===== config.mk =====
export PLATFORM = sky130hd
export DESIGN_NAME = mem_port_arbiter_flat
export DESIGN_NICKNAME = d
export VERILOG_FILES = /design/src/rtl/mem_link_pkg.sv /design/src/rtl/mem_port_arbiter_if.sv /design/src/rtl/mem_arb_grant.sv /design/src/rtl/mem_port_arbiter.sv /design/src/flat_wrapper.sv
export SDC_FILE = /design/constraint.sdc
export NUM_CORES = 1
export LEC_CHECK = 0
export ABC_AREA = 1
export BUFFER_PORTS_ARGS = -buffer_cell sky130_fd_sc_hd__buf_2
export CAP_MARGIN = 25
export CORE_AREA = 4 4 345 347
export CTS_CLUSTER_SIZE = 14
export DETAILED_ROUTE_END_ITERATION = 12
export DIE_AREA = 0 0 349 351
export HOLD_SLACK_MARGIN = 0.1
export PLACE_DENSITY = 0.4
export SLEW_MARGIN = 10
export SYNTH_ARGS = -nofsm -noshare
export SYNTH_HDL_FRONTEND = slang
export SYNTH_SLANG_ARGS = --single-unit

===== constraint.sdc =====
create_clock -name clk -period 12 [get_ports clk]
set_input_delay 1.2 -clock clk [delete_from_list [all_inputs] [get_ports clk]]
set_output_delay 1.2 -clock clk [all_outputs]
set_load 0.01 [all_outputs]

===== src/rtl/mem_link_pkg.sv =====
// Shared constants, FSM state type and message builders for the memory link.
// Message lengths are in link units; payloads are 256 bits, zero-padded.
package mem_link_pkg;

  localparam logic [4:0] LEN_READ  = 5'd5;
  localparam logic [4:0] LEN_WRITE = 5'd9;
  localparam logic [4:0] LEN_RESP  = 5'd16;

  typedef enum logic [1:0] {
    IDLE,
    SEND,
    WAIT,
    DONE
  } state_t;

  // Read request: [31:0]=addr, [32]=0 marks a read.
  function automatic logic [255:0] read_msg(
    input logic [31:0] addr
  );
    read_msg = {223'd0, 1'b0, addr};
  endfunction

  // Write request: [31:0]=wdata, [63:32]=addr, [67:64]=byte mask.
  function automatic logic [255:0] write_msg(
    input logic [31:0] addr,
    input logic [31:0] wdata,
    input logic [3:0]  mask
  );
    write_msg = {188'd0, mask, addr, wdata};
  endfunction

endpackage


===== src/rtl/mem_port_arbiter_if.sv =====
// Bundle of requester ports (IF, DM), memory link ports and error pulse.
// slave: arbiter side; master: requesters plus link side.
interface mem_port_arbiter_if;

  logic         if_req;
  logic [31:0]  if_addr;
  logic [127:0] if_rdata;
  logic         if_done;

  logic         dm_req;
  logic         dm_we;
  logic [31:0]  dm_addr;
  logic [31:0]  dm_wdata;
  logic [3:0]   dm_mask;
  logic [127:0] dm_rdata;
  logic         dm_done;

  logic         send_flag;
  logic [4:0]   send_length;
  logic [255:0] send_data;
  logic         sendable;

  logic         recv_flag;
  logic [4:0]   recv_length;
  logic [255:0] recv_data;
  logic         recvable;

  logic         err;

  modport slave (
    input  if_req, if_addr,
    output if_rdata, if_done,
    input  dm_req, dm_we, dm_addr,
    input  dm_wdata, dm_mask,
    output dm_rdata, dm_done,
    output send_flag, send_length,
    output send_data,
    input  sendable,
    output recv_flag,
    input  recv_length, recv_data,
    input  recvable,
    output err
  );

  modport master (
    output if_req, if_addr,
    input  if_rdata, if_done,
    output dm_req, dm_we, dm_addr,
    output dm_wdata, dm_mask,
    input  dm_rdata, dm_done,
    input  send_flag, send_length,
    input  send_data,
    output sendable,
    input  recv_flag,
    output recv_length, recv_data,
    output recvable,
    input  err
  );

endinterface


===== src/rtl/mem_arb_grant.sv =====
// Two-way round-robin pick between IF (a) and DM (b) requesters.
// Ports: clk, rst, req_if, req_dm, upd/upd_dm (record winner), pick_dm.
module mem_arb_grant (
  input  logic clk,
  input  logic rst,
  input  logic req_if,
  input  logic req_dm,
  input  logic upd,
  input  logic upd_dm,
  output logic pick_dm
);

  // last_dm=1 means DM was served last, so IF is preferred.
  logic last_dm;

  always_ff @(posedge clk or posedge rst) begin
    if (rst) begin
      last_dm <= 1'b1;
    end else if (upd) begin
      last_dm <= upd_dm;
    end
  end

  assign pick_dm = req_dm & (~req_if | ~last_dm);

endmodule


===== src/rtl/mem_port_arbiter.sv =====
// Arbitrates IF line reads and DM reads/masked writes onto one memory link.
// Ports: clk, rst, bus (slave). MEM_ARB_TIMEOUT_EN bounds the response wait.
module mem_port_arbiter
  import mem_link_pkg::*;
#(
  parameter int TIMEOUT = 4096
) (
  input  logic               clk,
  input  logic               rst,
  mem_port_arbiter_if.slave  bus
);

  state_t state;
  state_t state_nx;

  logic         gnt_dm;
  logic         is_wr;
  logic         pick_dm;
  logic         any_req;
  logic         rsp_ok;
  logic         start;
  logic         got;
  logic         fin;
  logic         tmo;
  logic [4:0]   len_q;
  logic [255:0] msg_q;
  logic [127:0] if_line;
  logic [127:0] dm_line;

  logic         send_flag_c;
  logic         recv_flag_c;
  logic         err_c;
  logic         if_done_c;
  logic         dm_done_c;

  assign any_req = bus.if_req | bus.dm_req;
  assign rsp_ok  = bus.recvable &&
                   (bus.recv_length == LEN_RESP);
  assign start   = (state == IDLE) && any_req;
  assign got     = (state == WAIT) && rsp_ok;
  assign fin     = (state == DONE);

  mem_arb_grant u_grant (
    .clk     (clk),
    .rst     (rst),
    .req_if  (bus.if_req),
    .req_dm  (bus.dm_req),
    .upd     (fin),
    .upd_dm  (gnt_dm),
    .pick_dm (pick_dm)
  );

`ifdef MEM_ARB_TIMEOUT_EN
  localparam int CW = $clog2(TIMEOUT + 1);

  logic [CW-1:0] cnt;

  // Counts WAIT cycles; held at zero outside WAIT so
  // each entry starts a fresh window.
  always_ff @(posedge clk or posedge rst) begin
    if (rst) begin
      cnt <= '0;
    end else if (state != WAIT) begin
      cnt <= '0;
    end else if (!tmo) begin
      cnt <= cnt + CW'(1);
    end
  end

  assign tmo = (state == WAIT) && !rsp_ok &&
               (cnt == CW'(TIMEOUT - 1));
`else
  localparam int unused_timeout = TIMEOUT;

  assign tmo = 1'b0;
`endif

  logic unused_hi;
  assign unused_hi = ^bus.recv_data[255:128];

  always_ff @(posedge clk or posedge rst) begin
    if (rst) begin
      state <= IDLE;
    end else begin
      state <= state_nx;
    end
  end

  always_comb begin
    state_nx    = state;
    send_flag_c = 1'b0;
    if_done_c   = 1'b0;
    dm_done_c   = 1'b0;
    // The link is popped in every state; anything
    // other than a good response in WAIT is an error.
    recv_flag_c = !rst && bus.recvable;
    err_c       = !rst &&
                  ((bus.recvable && !got) || tmo);
    unique case (state)
      IDLE: begin
        if (any_req) begin
          state_nx = SEND;
        end
      end
      SEND: begin
        if (bus.sendable) begin
          send_flag_c = 1'b1;
          state_nx    = is_wr ? DONE : WAIT;
        end
      end
      WAIT: begin
        if (rsp_ok || tmo) begin
          state_nx = DONE;
        end
      end
      DONE: begin
        if_done_c = !gnt_dm;
        dm_done_c = gnt_dm;
        state_nx  = IDLE;
      end
      default: begin
        state_nx = IDLE;
      end
    endcase
  end

  always_ff @(posedge clk or posedge rst) begin
    if (rst) begin
      gnt_dm  <= 1'b0;
      is_wr   <= 1'b0;
      len_q   <= '0;
      msg_q   <= '0;
      if_line <= '0;
      dm_line <= '0;
    end else begin
      if (start) begin
        gnt_dm <= pick_dm;
        is_wr  <= pick_dm && bus.dm_we;
        if (pick_dm && bus.dm_we) begin
          len_q <= LEN_WRITE;
          msg_q <= write_msg(bus.dm_addr,
                             bus.dm_wdata,
                             bus.dm_mask);
        end else begin
          len_q <= LEN_READ;
          msg_q <= read_msg(pick_dm ?
                            bus.dm_addr :
                            bus.if_addr);
        end
      end
      // A timed-out read completes with an empty line.
      if (got || tmo) begin
        if (gnt_dm) begin
          dm_line <= got ? bus.recv_data[127:0] : '0;
        end else begin
          if_line <= got ? bus.recv_data[127:0] : '0;
        end
      end
    end
  end

  assign bus.send_flag   = send_flag_c;
  assign bus.send_length = len_q;
  assign bus.send_data   = msg_q;
  assign bus.recv_flag   = recv_flag_c;
  assign bus.err         = err_c;
  assign bus.if_done     = if_done_c;
  assign bus.dm_done     = dm_done_c;
  assign bus.if_rdata    = if_line;
  assign bus.dm_rdata    = dm_line;

endmodule


===== src/flat_wrapper.sv =====
// flat-port wrapper written by rule: the top's interface ports become plain ports
module mem_port_arbiter_flat import mem_link_pkg::*;
#(
  parameter int TIMEOUT = 4096
)
  (clk, rst, bus_if_req, bus_if_addr, bus_if_rdata, bus_if_done, bus_dm_req, bus_dm_we, bus_dm_addr, bus_dm_wdata, bus_dm_mask, bus_dm_rdata, bus_dm_done, bus_send_flag, bus_send_length, bus_send_data, bus_sendable, bus_recv_flag, bus_recv_length, bus_recv_data, bus_recvable, bus_err);
  mem_port_arbiter_if bus_i ();
  input  logic clk;
  input  logic rst;
  input wire logic [$bits(bus_i.if_req)-1:0] bus_if_req;
  input wire logic [$bits(bus_i.if_addr)-1:0] bus_if_addr;
  output wire logic [$bits(bus_i.if_rdata)-1:0] bus_if_rdata;
  output wire logic [$bits(bus_i.if_done)-1:0] bus_if_done;
  input wire logic [$bits(bus_i.dm_req)-1:0] bus_dm_req;
  input wire logic [$bits(bus_i.dm_we)-1:0] bus_dm_we;
  input wire logic [$bits(bus_i.dm_addr)-1:0] bus_dm_addr;
  input wire logic [$bits(bus_i.dm_wdata)-1:0] bus_dm_wdata;
  input wire logic [$bits(bus_i.dm_mask)-1:0] bus_dm_mask;
  output wire logic [$bits(bus_i.dm_rdata)-1:0] bus_dm_rdata;
  output wire logic [$bits(bus_i.dm_done)-1:0] bus_dm_done;
  output wire logic [$bits(bus_i.send_flag)-1:0] bus_send_flag;
  output wire logic [$bits(bus_i.send_length)-1:0] bus_send_length;
  output wire logic [$bits(bus_i.send_data)-1:0] bus_send_data;
  input wire logic [$bits(bus_i.sendable)-1:0] bus_sendable;
  output wire logic [$bits(bus_i.recv_flag)-1:0] bus_recv_flag;
  input wire logic [$bits(bus_i.recv_length)-1:0] bus_recv_length;
  input wire logic [$bits(bus_i.recv_data)-1:0] bus_recv_data;
  input wire logic [$bits(bus_i.recvable)-1:0] bus_recvable;
  output wire logic [$bits(bus_i.err)-1:0] bus_err;
  assign bus_i.if_req = bus_if_req;
  assign bus_i.if_addr = bus_if_addr;
  assign bus_if_rdata = bus_i.if_rdata;
  assign bus_if_done = bus_i.if_done;
  assign bus_i.dm_req = bus_dm_req;
  assign bus_i.dm_we = bus_dm_we;
  assign bus_i.dm_addr = bus_dm_addr;
  assign bus_i.dm_wdata = bus_dm_wdata;
  assign bus_i.dm_mask = bus_dm_mask;
  assign bus_dm_rdata = bus_i.dm_rdata;
  assign bus_dm_done = bus_i.dm_done;
  assign bus_send_flag = bus_i.send_flag;
  assign bus_send_length = bus_i.send_length;
  assign bus_send_data = bus_i.send_data;
  assign bus_i.sendable = bus_sendable;
  assign bus_recv_flag = bus_i.recv_flag;
  assign bus_i.recv_length = bus_recv_length;
  assign bus_i.recv_data = bus_recv_data;
  assign bus_i.recvable = bus_recvable;
  assign bus_err = bus_i.err;
  mem_port_arbiter #(.TIMEOUT(TIMEOUT)) u_core (.clk(clk), .rst(rst), .bus(bus_i));
endmodule

==> results.sh, run 1 <==
export IMPL_status="finished, final reports clean"
export IMPL_grt_pass1_wl_mm=94.2
export IMPL_drt_wl_total_mm=65.4
export IMPL_switching_share_pct=38.1
export IMPL_ys_seq_elements=331
export IMPL_tns_ps=0
export IMPL_nets=2789
export IMPL_synth_top_area_share_pct=53.1
export IMPL_cts_tree="yes"
export IMPL_hp_class="reg -> reg"
export IMPL_start_kind="register"
export IMPL_vdd_ir_drop_max_v=0.000106
export IMPL_required_ps=10800
export IMPL_synth_top_area_cell="dfrtp_1"
export IMPL_cp_arrival_ps=2660
export IMPL_syn_area_um2=15500
export IMPL_post_cts_resize_count=0
export IMPL_gp_congestion=0.756
export IMPL_combPwrFrac_pct=29.6
export IMPL_cts_buffer_depth=3
export IMPL_min_period_ps=3860
export IMPL_fp_dieH_um=351
export IMPL_endpoint_kind="output pin"
export IMPL_finClkSkew_ps=15.2
export IMPL_hold_violations=0
export IMPL_grt_pass1_vias=13400
export IMPL_seqPwrFrac_pct=37.8
export IMPL_ant_nets=0
export IMPL_period_share_pct=32.2
export IMPL_p_int_mw=2.50
export IMPL_timing_hold_ws_ps=461
export IMPL_max_slew_margin_pct=33.2
export IMPL_rsz0062_at_grt="false"
export IMPL_place_ws_ps=7490
export IMPL_post_cts_setup_buffer_count=0
export IMPL_clkPwrFrac_pct=32.6
export IMPL_synthToLayoutAreaGrowth_pct=32.6
export IMPL_netlist_instances=1895
export IMPL_h_tree_depth=2
export IMPL_fmax_mhz=259
export IMPL_p_leak_nw=12.2
export IMPL_hold_buffers=0
export IMPL_path_class="reg -> out"
export IMPL_cts_root_buf="clkbuf_16"
export IMPL_io_buffer_count=571
export IMPL_yosysWarnings=0
export IMPL_clkLatencyLatePin_ps=580
export IMPL_grt_max_degree=129
export IMPL_rows=125
export IMPL_placed_area_um2=19200
export IMPL_finalInstanceArea_um2=20600
export IMPL_ys_types=27
export IMPL_cts_buffers=45
export IMPL_wire_per_inst_um=16.4
export IMPL_ys_seq_area_share_pct=53.3
export IMPL_routed_via_count=13600
export IMPL_crit_path_max_fanout=51
export IMPL_antenna_found_initial=11
export IMPL_start_util_pct=13.4
export IMPL_coreArea_um2=116000
export IMPL_drc_errors=0
export IMPL_clk_pin_slew_ps=60
export IMPL_globalRouteOverflowTotal=0
export IMPL_die_x_um=349
export IMPL_vias_per_cell=3.43
export IMPL_worst_pin_slew_ps=1000
export IMPL_grtUsageTotal_pct=10.2
export IMPL_setup_violations_final=0
export IMPL_drt_first_pass_iters=4
export IMPL_avgSynthCellArea_um2=8.20
export IMPL_ios=890
export IMPL_dr_first_iter_drc_count=618
export IMPL_cts_sinks=331
export IMPL_layout_drive_gt1_share_pct=27.7
export IMPL_p_switching_mw=1.54
export IMPL_slew_violations=0
export IMPL_dp_hpwl_mm=46.1
export IMPL_die_area_um2=122000
export IMPL_drv_cap=0
export IMPL_powerDensity_nw_per_um2=196
export IMPL_yosys_top_cells_area="dfrtp_1, nand2_1, buf_4"
export IMPL_setup_ws_ps=8140
-- cell usage after synthesis --
cell      number
nor2_8         1
clkbuf_1      35
nand4_1        2
nand3_1      291
clkbuf_4       1
inv_2          2
nand3_4        1
dfrtp_1      330
a21oi_1        2
buf_1          5
nor2_4         3
buf_6          3
or2_2          1
conb_1         1
o21ai_4        1
o21ai_0        2
nand2_1      890
nor3_1         1
dfstp_2        1
buf_4        214
inv_1         45
nand2_2        2
nor2_1         7
nand3_2        1
nor2_2         1
buf_2         47
ha_1           5
-- worst max-delay path, stage by stage (launching register included) --
cell and delay [ps]:
dfrtp_1 420, inv_1 140, ha_1 390, inv_1 170, nor2_8 670, nor3_1 90
buf_2 170
-- power by group through the flow --
stage	Clock [mW]	Combinational [mW]	Sequential, mW
floorplan	0	0.555	1.64
global placement	0	1.24	1.54
detailed placement	0	1.24	1.54
CTS	1.38	1.24	1.53
global route	1.43	1.35	1.56
finish	1.32	1.20	1.53
-- final cells by class --
class	instances	area (um2)
fill	13300	95300
sequential	331	8290
clock buffer	63	1300
multi-input combinational	1401	5760
inverter	47	189
tap	1524	1910
timing repair buffer	590	3030
antenna	4	10.0
clock inverter	15	121
-- flip-flops by register name, indices dropped and copies added (netlist names) --
| register | flops |
|---|---|
| u_core.u_grant.last_dm | 1 |
| u_core.bus.if_rdata | 128 |
| u_core.bus.dm_rdata | 128 |
| u_core.gnt_dm | 1 |
| u_core.bus.send_data | 68 |
| u_core.state | 2 |
| u_core.bus.send_length | 3 |
-- layout by cell type (no fill, tap or decap), types with 5 or more instances in the layout --
| cell type | n |
|---|---|
| buf_2 | 571 |
| clkbuf_16 | 45 |
| clkbuf_1 | 7 |
| buf_4 | 17 |
| dfrtp_1 | 329 |
| conb_1 | 190 |
| clkbuf_8 | 11 |
| inv_1 | 43 |
| nand2_1 | 890 |
| clkinv_2 | 7 |
| nand3_1 | 291 |
| nor2_1 | 7 |
| ha_1 | 5 |
-- kinds of logic (layout without fill, tap and decap cells) --
logic type | Yosys count | count (layout) | share of synthesized area (%)
adders and majority gates | 5 | 5 | 0.402
buffers and inverters | 352 | 715 | 14.2
other | 1 | 194 | 0.0241
and+or+nand+nor | 1201 | 1201 | 31.8
DFF | 331 | 331 | 53.3
AOI/OAI and AO/OA | 5 | 5 | 0.233
-- through the flow --
step | instances | util (%) | power (mW)
after floorplan | 2084 | - | 2.19
after global routing | 3971 | 17.8 | 4.34
final | 3975 | 17.8 | 4.04
after global placement | 3893 | 16.5 | 2.78
after CTS | 3971 | 17.8 | 4.15
after detailed placement | 3893 | 16.5 | 2.78
-- final timing paths --
| kind | to | from | cells after the start | slack, ps |
|---|---|---|---|---|
| min in group asynchronous | u_core.bus.if_rdata[42] | rst | 2 | 730 |
| worst min register to register | u_core.bus.if_rdata[78] | u_core.bus.if_rdata[78] | 2 | 460 |
| worst max-delay path | bus_err | u_core.state[0] | 6 | 8140 |
| worst min-delay path | u_core.bus.if_rdata[78] | u_core.bus.if_rdata[78] | 2 | 460 |
| max in group asynchronous | u_core.gnt_dm | rst | 4 | 9170 |
| worst max register to register | u_core.bus.dm_rdata[49] | u_core.state[0] | 8 | 8160 |
-- layer usage --
metal	vias up	wire, um	GRT usage (%)
li1	6577	-	-
met1	6413	27600	12.8
met2	556	30000	16.2
met3	82	6440	4.21
met4	6	1290	2.39
met5	-	40	0
(Power assumes the default switching activity.)
==> run 2, diff against run 1 <==
--- a/config.mk
+++ b/config.mk
@@ -8,12 +8,12 @@
 export ABC_AREA = 1
 export BUFFER_PORTS_ARGS = -buffer_cell sky130_fd_sc_hd__buf_2
 export CAP_MARGIN = 25
-export CORE_AREA = 4 4 345 347
+export CORE_AREA = 4 4 341 343
 export CTS_CLUSTER_SIZE = 14
 export DETAILED_ROUTE_END_ITERATION = 12
-export DIE_AREA = 0 0 349 351
+export DIE_AREA = 0 0 345 347
 export HOLD_SLACK_MARGIN = 0.1
-export PLACE_DENSITY = 0.4
+export PLACE_DENSITY = 0.42
 export SLEW_MARGIN = 10
 export SYNTH_ARGS = -nofsm -noshare
 export SYNTH_HDL_FRONTEND = slang
==> constraint.sdc (replaced) <==
create_clock -name clk -period 3.26 [get_ports clk]
set_input_delay 0.326 -clock clk [delete_from_list [all_inputs] [get_ports clk]]
set_output_delay 0.326 -clock clk [all_outputs]
set_load 0.01 [all_outputs]
==> run 2 against run 1 <==
Via count increased by 6.4%; non-clock buffer count increased by 220; power grew to 3.8 times the previous value; clock-buffer cell count decreased by 4; sequential share of layout area decreased by 4.0 points; routed wire length is 3.3% higher; clock power grew to 3.8 times the previous value; combinational power rose to 3.8 times the previous value; sequential cell count stayed put; core utilization is 2.4 points higher; setup slack lost 7600 ps; final cell count is 5.2% higher; highest routed layer unchanged.
==> results.sh, run 2 (synthesis results as in run 1) <==
export IMPL_wire_per_inst_um=16.1
export IMPL_rows=124
export IMPL_cts_tree="yes"
export IMPL_nets=3007
export IMPL_h_tree_depth=2
export IMPL_holdCritStartpoint="bus_dm_wdata[25]"
export IMPL_fmax_mhz=367
export IMPL_fp_dieH_um=347
export IMPL_p_leak_nw=13.2
export IMPL_routed_via_count=14500
export IMPL_crit_path_start="u_core.state[0]"
export IMPL_grt_pass1_vias=14700
export IMPL_crit_path_frequent_cell="inv_1"
export IMPL_die_x_um=345
export IMPL_timing_rr_start="u_core.u_grant.last_dm"
export IMPL_drt_wl_total_mm=67.5
export IMPL_path_class="reg -> out"
export IMPL_top_layer="met5"
export IMPL_grtUsageTotal_pct=10.9
export IMPL_status="finished, final reports clean"
export IMPL_clkLatencyLatePin_ps=580
export IMPL_place_ws_ps=944
export IMPL_synthToLayoutAreaGrowth_pct=47.2
export IMPL_cts_sinks=331
export IMPL_globalRouteOverflowTotal=0
export IMPL_seqPwrFrac_pct=37.2
export IMPL_io_buffer_count=571
export IMPL_cp_slowest_stage_delay_ps=420
export IMPL_ant_nets=0
export IMPL_cts_buffers=43
export IMPL_setup_violations_final=0
export IMPL_dr_first_iter_drc_count=632
export IMPL_ios=890
export IMPL_min_period_ps=2730
export IMPL_place_inst=3902
export IMPL_p_int_mw=9.58
export IMPL_antenna_found_initial=4
export IMPL_final_cell_mix="nand2_1, buf_2, dfrtp_1"
export IMPL_crit_path_max_fanout=40
export IMPL_start_util_pct=13.7
export IMPL_drt_first_pass_iters=5
export IMPL_hp_class="in -> reg"
export IMPL_cp_arrival_ps=2400
export IMPL_vdd_ir_drop_max_v=0.000408
export IMPL_m1WireLength_mm=28.6
export IMPL_finClkSkew_ps=11.1
export IMPL_period_share_pct=83.7
export IMPL_setup_ws_ps=532
export IMPL_worst_path_buf_inv=4
export IMPL_instances_no_fill=4181
export IMPL_fillCellCount=12900
export IMPL_gp_congestion=0.822
export IMPL_grt_pass1_wl_mm=99.1
export IMPL_slew_violations=0
export IMPL_crit_chain="inv_1, ha_1, inv_1, nor2_8, buf_12, nor3_1, buf_2"
export IMPL_placed_area_um2=19400
export IMPL_wl_met2_mm=31.4
export IMPL_post_cts_resize_count=0
export IMPL_required_ps=2930
export IMPL_worst_pin_slew_ps=1000
export IMPL_slowest_stage="dfrtp_1"
export IMPL_switching_share_pct=37.0
export IMPL_die_area_um2=120000
export IMPL_dp_hpwl_mm=48.4
export IMPL_clk_pin_slew_ps=60
export IMPL_rsz0062_at_grt="false"
export IMPL_max_slew_margin_pct=33.0
export IMPL_combPwrFrac_pct=29.9
export IMPL_p_switching_mw=5.63
export IMPL_met3_length_mm=5.12
export IMPL_cts_root_buf="clkbuf_16"
export IMPL_drv_cap=0
export IMPL_grt_max_degree=114
export IMPL_finalInstanceArea_um2=22900
export IMPL_path_delay_family="buffers and inverters"
export IMPL_post_cts_setup_buffer_count=0
export IMPL_vias_per_cell=3.47
export IMPL_hold_violations=0
export IMPL_endpoint_kind="output pin"
export IMPL_cts_buffer_depth=3
export IMPL_start_kind="register"
export IMPL_drc_errors=0
export IMPL_clkPwrFrac_pct=33.0
export IMPL_layout_commonest_cell="nand2_1"
export IMPL_power_total_mw=15.2
export IMPL_coreArea_um2=114000
export IMPL_powerDensity_nw_per_um2=665
export IMPL_layout_drive_gt1_share_pct=26.1
export IMPL_hold_buffers=199
==> run 2: cell types whose count changed in the layout (fill, tap and decap cells not counted), sizes merged <==
cell and delta:
diode -3, clkinvlp +1, bufinv +4, clkbuf -4
buf +21, dlygate4sd3 +199, inv -1, clkinv +1
==> run 2: path summary, 6_finish.rpt <==
path,end,slack (ps),depth (start not counted)
max reg2reg,u_core.bus.send_data[15],830,8
min reg2reg,u_core.bus.if_rdata[107],460,2
max in group asynchronous,u_core.bus.send_data[48],1890,5
min,u_core.bus.send_data[25],160,5
min in group asynchronous,u_core.bus.dm_rdata[39],360,3
max,bus_err,530,7
==> run 2: metrics by stage <==
step / hold slack, ps / TNS, ps / util, %
3_3_place_gp: 444 / 0 / 17.1
4_1_cts: 104 / 0 / 20.1
5_1_grt: 140 / 0 / 20.1
2_1_floorplan: 436 / -490620 / -
6_report: 155 / 0 / 20.1
3_5_place_dp: 438 / 0 / 17.1
==> run 2: power by group through the flow <==
stage / Sequential, mW / Combinational (mW) / Clock, mW
2_1_floorplan: 6.02 / 2.04 / 0
3_3_place_gp: 5.71 / 4.50 / 0
3_5_place_dp: 5.70 / 4.49 / 0
4_1_cts: 5.67 / 4.69 / 5.24
5_1_grt: 5.78 / 5.08 / 5.39
6_report: 5.66 / 4.54 / 5.02
==> run 2: worst min-delay path, cell delays in order <==
cell,delay (ps)
buf_2,80
nand2_1,40
nand2_1,90
nand2_1,100
nand2_1,60
==> run 2: layout make-up <==
cell class	instances	area (um2)	area share [%]
flip-flops and latches	331	8290	36.2
multi-input cells	1401	5760	25.2
repair buffers	810	5290	23.1
well taps	1512	1890	8.27
clock buffers	59	1210	5.28
clock inverters	20	262	1.14
inverters	47	185	0.809
diodes	1	2.50	0.0109
==> run 2: layer usage <==
layer | GRT usage, % | up-vias
met3 | 3.44 | 83
met2 | 17.8 | 568
met5 | 0 | -
met4 | 3.97 | 4
met1 | 13.4 | 6832
li1 | - | 7016
